## config.mk

```make
export PLATFORM = sky130hd
export DESIGN_NAME = floo_serial_link_vc_mux
export DESIGN_NICKNAME = d
export VERILOG_FILES = /design/src/rtl/floo_serial_link_vc_pkg.sv /design/src/rtl/floo_serial_link_credit_cnt.sv /design/src/rtl/floo_serial_link_vc_mux.sv
export SDC_FILE = /design/constraint.sdc
export NUM_CORES = 1
export LEC_CHECK = 0
export CAP_MARGIN = 20
export CORE_AREA = 2 2 147 149
export DETAILED_ROUTE_END_ITERATION = 7
export DIE_AREA = 0 0 149 151
export PLACE_DENSITY = 0.69
export RECOVER_POWER = 100
export SYNTH_ARGS = -nofsm -noshare
export SYNTH_HDL_FRONTEND = slang
export SYNTH_SLANG_ARGS = --single-unit
```

## constraint.sdc

```tcl
create_clock -name clk_i -period 5.8 [get_ports clk_i]
set_input_delay 1.16 -clock clk_i [delete_from_list [all_inputs] [get_ports clk_i]]
set_output_delay 1.16 -clock clk_i [all_outputs]
set_load 0.03 [all_outputs]
```

## src/rtl/floo_serial_link_vc_pkg.sv

```systemverilog
// Shared constants and helpers for the floo serial link VC mux and its credit counters.
package floo_serial_link_vc_pkg;

  localparam int unsigned MaxNumVc          = 8;
  localparam int unsigned DefaultNumCredits = 8;

  function automatic int unsigned cnt_width(input int unsigned n);
    return $clog2(n + 1);
  endfunction

endpackage

```

## src/rtl/floo_serial_link_credit_cnt.sv

```systemverilog
// Per-VC credit counter mirroring the free space of the remote receive buffer.
module floo_serial_link_credit_cnt #(
  parameter int unsigned NumCredits = 8,
  parameter int unsigned CntWidth   = 4
) (
  input  logic                clk_i,
  input  logic                rst_ni,
  input  logic                flush_i,
  input  logic                take_i,
  input  logic                give_i,
  output logic [CntWidth-1:0] count_o,
  output logic                nonzero_o,
  output logic                err_o
);

  localparam logic [CntWidth-1:0] Full = CntWidth'(NumCredits);

  logic [CntWidth-1:0] count_d, count_q;
  logic                err_d, err_q;

  // A simultaneous take and give cancel out, so a full counter never flags an error then.
  always_comb begin
    count_d = count_q;
    err_d   = err_q;
    if (take_i && !give_i) begin
      count_d = count_q - CntWidth'(1);
    end else if (give_i && !take_i) begin
      if (count_q == Full) begin
        err_d = 1'b1;
      end else begin
        count_d = count_q + CntWidth'(1);
      end
    end
  end

  always_ff @(posedge clk_i or negedge rst_ni) begin
    if (!rst_ni) begin
      count_q <= Full;
      err_q   <= 1'b0;
    end else if (flush_i) begin
      count_q <= Full;
      err_q   <= 1'b0;
    end else begin
      count_q <= count_d;
      err_q   <= err_d;
    end
  end

  assign count_o   = count_q;
  assign nonzero_o = (count_q != '0);
  assign err_o     = err_q;

endmodule

```

## src/rtl/floo_serial_link_vc_mux.sv

```systemverilog
// Credit-gated round-robin mux of NumVc flit streams onto one registered link stream.
// Optional per-VC sent-flit counters are built when SERIAL_LINK_VC_MUX_PERF_EN is defined.
module floo_serial_link_vc_mux
  import floo_serial_link_vc_pkg::*;
#(
  parameter  int unsigned NumVc      = 3,
  parameter  int unsigned FlitWidth  = 64,
  parameter  int unsigned NumCredits = DefaultNumCredits,
  localparam int unsigned CntWidth   = cnt_width(NumCredits),
  localparam int unsigned VcW        = $clog2(NumVc)
) (
  input  logic                               clk_i,
  input  logic                               rst_ni,
  input  logic                               flush_i,
  input  logic [NumVc-1:0]                   valid_i,
  output logic [NumVc-1:0]                   ready_o,
  input  logic [NumVc-1:0][FlitWidth-1:0]    data_i,
  output logic                               valid_o,
  input  logic                               ready_i,
  output logic [FlitWidth-1:0]               data_o,
  output logic [VcW-1:0]                     vc_o,
  input  logic [NumVc-1:0]                   credit_i,
  output logic [NumVc-1:0][CntWidth-1:0]     credits_o,
  output logic                               credit_err_o,
  output logic [NumVc-1:0][31:0]             sent_cnt_o
);

  if (NumVc < 2 || NumVc > MaxNumVc) begin : gen_bad_num_vc
    $error("floo_serial_link_vc_mux: NumVc must be in 2..8");
  end
  if (NumCredits < 1 || NumCredits > 255) begin : gen_bad_num_credits
    $error("floo_serial_link_vc_mux: NumCredits must be in 1..255");
  end

  logic [NumVc-1:0]     nonzero;
  logic [NumVc-1:0]     err_vec;
  logic [NumVc-1:0]     eligible;
  logic [NumVc-1:0]     grant_oh;
  logic [VcW-1:0]       gnt_idx;
  logic [VcW-1:0]       rr_next;
  logic                 found;
  logic                 load;
  logic                 grant_valid;

  logic                 valid_q;
  logic [FlitWidth-1:0] data_q;
  logic [VcW-1:0]       vc_q;
  logic [VcW-1:0]       rr_q;

  for (genvar v = 0; v < NumVc; v++) begin : gen_credit
    floo_serial_link_credit_cnt #(
      .NumCredits (NumCredits),
      .CntWidth   (CntWidth)
    ) i_credit_cnt (
      .clk_i     (clk_i),
      .rst_ni    (rst_ni),
      .flush_i   (flush_i),
      .take_i    (ready_o[v]),
      .give_i    (credit_i[v]),
      .count_o   (credits_o[v]),
      .nonzero_o (nonzero[v]),
      .err_o     (err_vec[v])
    );
  end

  assign eligible     = valid_i & nonzero;
  assign load         = !valid_q || ready_i;
  assign credit_err_o = |err_vec;

  // Scan starting at the rr pointer so a zero-credit VC is simply passed over.
  always_comb begin
    grant_oh = '0;
    gnt_idx  = '0;
    found    = 1'b0;
    for (int unsigned i = 0; i < NumVc; i++) begin
      automatic int unsigned idx = 32'(rr_q) + i;
      if (idx >= NumVc) idx = idx - NumVc;
      if (!found && eligible[idx]) begin
        grant_oh[idx] = 1'b1;
        gnt_idx       = VcW'(idx);
        found         = 1'b1;
      end
    end
  end

  assign grant_valid = found && load && !flush_i;
  assign ready_o     = grant_valid ? grant_oh : '0;
  assign rr_next     = (gnt_idx == VcW'(NumVc - 1)) ? '0 : gnt_idx + VcW'(1);

  always_ff @(posedge clk_i or negedge rst_ni) begin
    if (!rst_ni) begin
      valid_q <= 1'b0;
      data_q  <= '0;
      vc_q    <= '0;
      rr_q    <= '0;
    end else if (flush_i) begin
      valid_q <= 1'b0;
      data_q  <= '0;
      vc_q    <= '0;
      rr_q    <= '0;
    end else if (load) begin
      if (grant_valid) begin
        valid_q <= 1'b1;
        data_q  <= data_i[gnt_idx];
        vc_q    <= gnt_idx;
        rr_q    <= rr_next;
      end else begin
        valid_q <= 1'b0;
      end
    end
  end

  assign valid_o = valid_q;
  assign data_o  = data_q;
  assign vc_o    = vc_q;

`ifdef SERIAL_LINK_VC_MUX_PERF_EN
  logic [NumVc-1:0][31:0] sent_cnt_q;

  always_ff @(posedge clk_i or negedge rst_ni) begin
    if (!rst_ni) begin
      sent_cnt_q <= '0;
    end else if (flush_i) begin
      sent_cnt_q <= '0;
    end else begin
      for (int unsigned v = 0; v < NumVc; v++) begin
        if (ready_o[v]) sent_cnt_q[v] <= sent_cnt_q[v] + 32'd1;
      end
    end
  end

  assign sent_cnt_o = sent_cnt_q;
`else
  assign sent_cnt_o = '0;
`endif

endmodule

```

==> impl_metrics.tcl, run 1 <==
set metrics [dict create \
    syn_avg_cell_area_um2 8.959 \
    dpl.hpwl_mm 14.15 \
    pin_count 381 \
    cp_max_fo 23 \
    start_util 0.2762 \
    grt_antenna_before_repair 1 \
    min_path_type "flip-flop to flip-flop" \
    cts_made_buffers 9 \
    synth_common_cells "101 x buf_4, 101 x nand2_1, 81 x dfrtp_1, 55 x a21oi_1, 45 x a22o_1" \
    route.detailed.drc 0 \
    outcome "complete, but fails checks" \
    fin_ws_ns 0.6677 \
    relSlewSlack -0.5693 \
    cp_common_cell "buf_4" \
    ys_ff_latch 84 \
    cts.sinks 84 \
    critPathLaunchType "primary input" \
    crit_required_ns 4.64 \
    wl_mm 18.33 \
    ctsResizeCount 0 \
    ys_seq_area_frac 0.3661 \
    fmax_mhz 194.8 \
    clk_latency_ns 0.34 \
    overflow 0 \
    die-width_um 149 \
    hold_viol 0 \
    netlist_area_mm2 0.005752 \
    r2r-end "data_o[7]" \
    synth_top_cell_area_share 0.3524 \
    grt_pass1_vias 5298 \
    path_clk_slew_ns 0.07 \
    final_nets 1118 \
    power_mw 3.871 \
    die-area_mm2 0.02250 \
    synth_edf_count 0 \
    rsz0062_at_grt "no" \
    arrival_ns 3.97 \
    dr_total_vias 5445 \
    grt_max_degree 49 \
    track_usage 0.1577 \
    design_area_mm2 0.008765 \
    worst_pin_slew_ns 2.354 \
    cpPeakStageDelay_ns 0.59 \
    fin_util 0.4209 \
    drive_gt1_frac 0.06057 \
    hold_buffers 0 \
    synthCells 642 \
    gp_congestion 0.8168 \
    synth-main-ff-cell "dfrtp_1" \
    slowest_stage "dlygate4sd3_1" \
    peakVddDrop_uv 160.5 \
    r2r_cells 9 \
    diodes 0 \
    port_buffers 284 \
    r2r_setup_slack_ns 1.28 \
    period_share 0.8849 \
    r2r_start "rr_q[0]" \
    power_density_mw_per_mm2 441.7 \
    ys_async_sr_fraction 1.000 \
    htree_levels 3 \
    yosys_warnings 0 \
    first_iter_violations 324 \
    clockRootBuffer "clkbuf_16" \
    routed_via_density 4.603 \
    synthDistinctLibCells 66 \
    fp.dieH_um 151 \
    drtAntennaViolNets 0 \
    num_rows 53 \
    criticalPathCategory "primary input to output pin" \
    yosysTopAreaCell "dfrtp_1" \
    crit_path_start "valid_i[2]" \
    crit_chain "dlygate4sd3_1, o41a_1, nor3_1, a311oi_1, nand3_2, buf_4, a21o_1, clkinvlp_2, buf_4" \
    placed_area_mm2 0.008489 \
    finalCriticalPeriod_ns 5.132 \
    violations "max-capacitance violations, max-slew violations" \
    synthTopCellsByArea "dfrtp_1 35%, buf_4 13%, a22o_1 6.9%" \
    design.core.area_mm2 0.02082 \
    crit_end "ready_o[0]" \
    final.setup.tns_ns 0 \
    syn_to_final_growth_pct 52.38 \
    clockBufferDepth 2 \
    post_cts.repair.setup_buffers 0 \
    p_leak_nw 3.994 \
    clock_skew_ns 0.005620 \
    grt_pass1_wl_mm 27.66 \
    setup_viol 0 \
    final_max_slew_viol_count 70 \
    cts_tree "done" \
    wl_per_cell_um 15.50 \
    drtPass1Iterations 6 \
    max_cap_viol_count 2 \
    end_kind "output pin" \
    pre_cts_ws_ns 0.9815 \
]
==> logic make-up after synthesis <==
family	synth area share
xor+xnor	0.009136
flops	0.3661
compound gates	0.2678
simple gates	0.1325
mux	0.02023
other cells	0.0006520
buf+inv	0.1679
fa+ha+maj	0.03568
==> worst min path at each step <==
| stage | endpoint | from | depth (start not counted) | slack, ns |
|---|---|---|---|---|
| final | data_o[22] | data_o[22] | 2 | 0.47 |
| after CTS | data_o[22] | data_o[22] | 2 | 0.48 |
| after global routing | data_o[24] | data_o[24] | 2 | 0.49 |
| after global placement | data_o[4] | data_o[4] | 2 | 0.46 |
| after floorplan | gen_credit[2].i_credit_cnt.err_o | gen_credit[2].i_credit_cnt.err_o | 2 | 0.46 |
| after detailed placement | data_o[22] | data_o[22] | 2 | 0.46 |
==> stage by stage <==
stage | cells | hold slack [ns]
after CTS | 1182 | 0.4807
after global placement | 1166 | 0.4573
after detailed placement | 1166 | 0.4627
after floorplan | 737 | 0.4578
final | 1183 | 0.4679
after global routing | 1183 | 0.4940
==> sequential cells by signal (all words and copies together) (netlist names) <==
register and cells:
gen_credit.i_credit_cnt.count_o 12, vc_o 2, rr_q 2, data_o 64, gen_credit.i_credit_cnt.err_o 3, valid_o 1
==> critical path, delay by kind of cell <==
kind            cells  cell delay (ns)
buf+inv             4             1.28
compound gates      3             1.12
simple gates        2             0.39
==> layout by cell type (no fill, tap or decap), types with 3 or more instances in the layout <==
cell / instances
mux2_4: 3
inv_1: 7
nand3_1: 4
nand4_1: 3
mux2i_1: 6
dlygate4sd3_1: 81
clkbuf_16: 9
a22o_1: 45
a21o_1: 8
dfrtp_1: 81
conb_1: 96
a31oi_1: 3
clkbuf_1: 5
fa_1: 3
ha_1: 10
nor2_1: 22
dfstp_2: 3
clkdlybuf4s50_1: 199
buf_4: 9
nor3_1: 9
o21ai_0: 50
o21ai_1: 3
xnor2_1: 4
a21oi_1: 55
nor4_1: 3
nand2_1: 101
a222oi_1: 19
nor2b_1: 6
==> cell type report <==
cell class              count  area [µm²]
fillers                  2091       12060
multi-input cells         504        3033
repair buffers            296        2923
flip-flops and latches     84        2106
well taps                 275       344.1
clock buffers              11       242.7
clock inverters             5       85.08
inverters                   8       31.28
==> where the power goes <==
group,leakage [nW],internal (mW),switching [mW]
logic,2.73,0.871,1.40
clock network,0.156,0.391,0.245
registers,1.11,0.810,0.152
==> per-layer routing <==
metal | track usage | up-vias | share of wire
met2 | 0.2790 | 225 | 0.52
li1 | - | 2640 | -
met1 | 0.1925 | 2561 | 0.40
met3 | 0.03976 | 17 | 0.070
met5 | 0 | - | 0.00071
met4 | 0.03810 | 2 | 0.0089
No activity file was read; power rests on OpenSTA's default activity.
==> inputs of run 2 (changes only) <==
--- a/config.mk
+++ b/config.mk
@@ -5,7 +5,6 @@
 export SDC_FILE = /design/constraint.sdc
 export NUM_CORES = 1
 export LEC_CHECK = 0
-export CAP_MARGIN = 20
 export CORE_AREA = 2 2 147 149
 export DETAILED_ROUTE_END_ITERATION = 7
 export DIE_AREA = 0 0 149 151
==> impl_metrics.tcl, run 2 (synthesis results as in run 1) <==
set metrics [dict create \
    wl_per_cell_um 15.42 \
    cp_num_cells 9 \
    start_util 0.2762 \
    drtPass1Iterations 5 \
    grt_max_degree 49 \
    dpl.hpwl_mm 14.15 \
    hold_buffers 0 \
    crit_chain "dlygate4sd3_1, o41a_1, nor3_1, a311oi_1, nand3_2, buf_4, a21o_1, clkinvlp_2, buf_4" \
    arrival_ns 3.97 \
    max_cap_viol_count 2 \
    dp.cells 1166 \
    grt_pass1_vias 5298 \
    hold_path_depth 2 \
    design_area_mm2 0.008737 \
    clock_skew_ns 0.005476 \
    setup_viol 0 \
    end_kind "output pin" \
    grt_pass1_wl_mm 27.66 \
    num_rows 53 \
    path_clk_slew_ns 0.07 \
    route.detailed.drc 0 \
    crit_required_ns 4.64 \
    peakVddDrop_uv 160.5 \
    placed_area_mm2 0.008489 \
    hold_viol 0 \
    power_mw 3.840 \
    critPathLaunchType "primary input" \
    criticalPathCategory "primary input to output pin" \
    ctsResizeCount 0 \
    r2r_cells 9 \
    cts_tree "done" \
    fmax_mhz 195.0 \
    period_share 0.8843 \
    post_cts.repair.setup_buffers 0 \
    worst_hold_slack_ns 0.4681 \
    design.core.area_mm2 0.02082 \
    final_nets 1117 \
    mostFrequentLayoutCells "199 x clkdlybuf4s50_1, 101 x nand2_1, 96 x conb_1, 81 x dfrtp_1, 81 x dlygate4sd3_1" \
    pre_cts_ws_ns 0.9815 \
    fin_ws_ns 0.6708 \
    wl_mm 18.23 \
    finalNonFillerCells 1182 \
    first_iter_violations 284 \
    cp_max_fo 23 \
    port_buffers 284 \
    cts_made_buffers 9 \
    final_max_slew_viol_count 70 \
    rsz0062_at_grt "no" \
    largest_reg_flops 64 \
    cts.sinks 84 \
    final.setup.tns_ns 0 \
    gp_congestion 0.8168 \
    cp_common_cell "buf_4" \
    drtAntennaViolNets 0 \
    min_path_type "flip-flop to flip-flop" \
    overflow 0 \
    track_usage 0.1577 \
    dr_total_vias 5438 \
    clockBufferDepth 2 \
    grt_antenna_before_repair 1 \
    finalCriticalPeriod_ns 5.129 \
    worst_pin_slew_ns 2.341 \
    syn_to_final_growth_pct 51.90 \
    die-area_mm2 0.02250 \
    routed_via_density 4.601 \
    final_common_cell "clkdlybuf4s50_1" \
    crit_family "buffers and inverters" \
    slowest_stage "dlygate4sd3_1" \
    clockRootBuffer "clkbuf_16" \
    violations "max-capacitance violations, max-slew violations" \
    die-width_um 149 \
    fin_util 0.4196 \
    power_density_mw_per_mm2 439.5 \
    diodes 0 \
    cpPeakStageDelay_ns 0.59 \
    pin_count 381 \
    relSlewSlack -0.5603 \
    crit_buf_inv 4 \
    htree_levels 3 \
    outcome "complete, but fails checks" \
    drive_gt1_frac 0.05954 \
    p_leak_nw 3.981 \
    clk_latency_ns 0.34 \
    fp.dieH_um 151 \
]
run 2: cell count changes in the layout (fill, tap and decap cells not counted), sizes merged:
cell,change
buf,-1
run 2: final timing paths:
kind,start,end,slack (ns)
hold reg to reg,data_o[22],data_o[22],0.47
setup reg to reg,rr_q[1],data_o[7],1.28
min in group asynchronous,rst_ni,gen_credit[0].i_credit_cnt.count_o[1],1.43
max in group asynchronous,rst_ni,data_o[59],2.28
hold / removal,data_o[22],data_o[22],0.47
setup / recovery,valid_i[2],ready_o[0],0.67
run 2: where the power goes:
part	switching, mW	internal, mW
Sequential	0.153	0.810
Clock	0.245	0.391
Combinational	1.39	0.847
run 2: metal layers:
layer / track usage / vias up / wire (µm)
met5: 0 / - / 13
met4: 0.03810 / 2 / 165
met3: 0.03976 / 17 / 1259
met2: 0.2790 / 218 / 9422
met1: 0.1925 / 2560 / 7369
li1: - / 2641 / -
run 2: final cells by class:
type	instances	area, µm²
Clock buffer	11	242.7
Clock inverter	5	85.08
Fill cell	2094	12090
Inverter	8	31.28
Multi-Input combinational cell	504	3033
Sequential cell	84	2106
Tap cell	275	344.1
Timing Repair Buffer	295	2895
run 2: worst register-to-register path, cell delays in order (launching register included):
cell	delay, ns
dfrtp_1	0.41
inv_1	0.09
ha_1	0.61
o21ai_0	0.16
nor3_1	0.20
a311oi_1	0.13
a21oi_1	1.82
clkbuf_2	0.80
nand2_1	0.12
o21ai_0	0.10
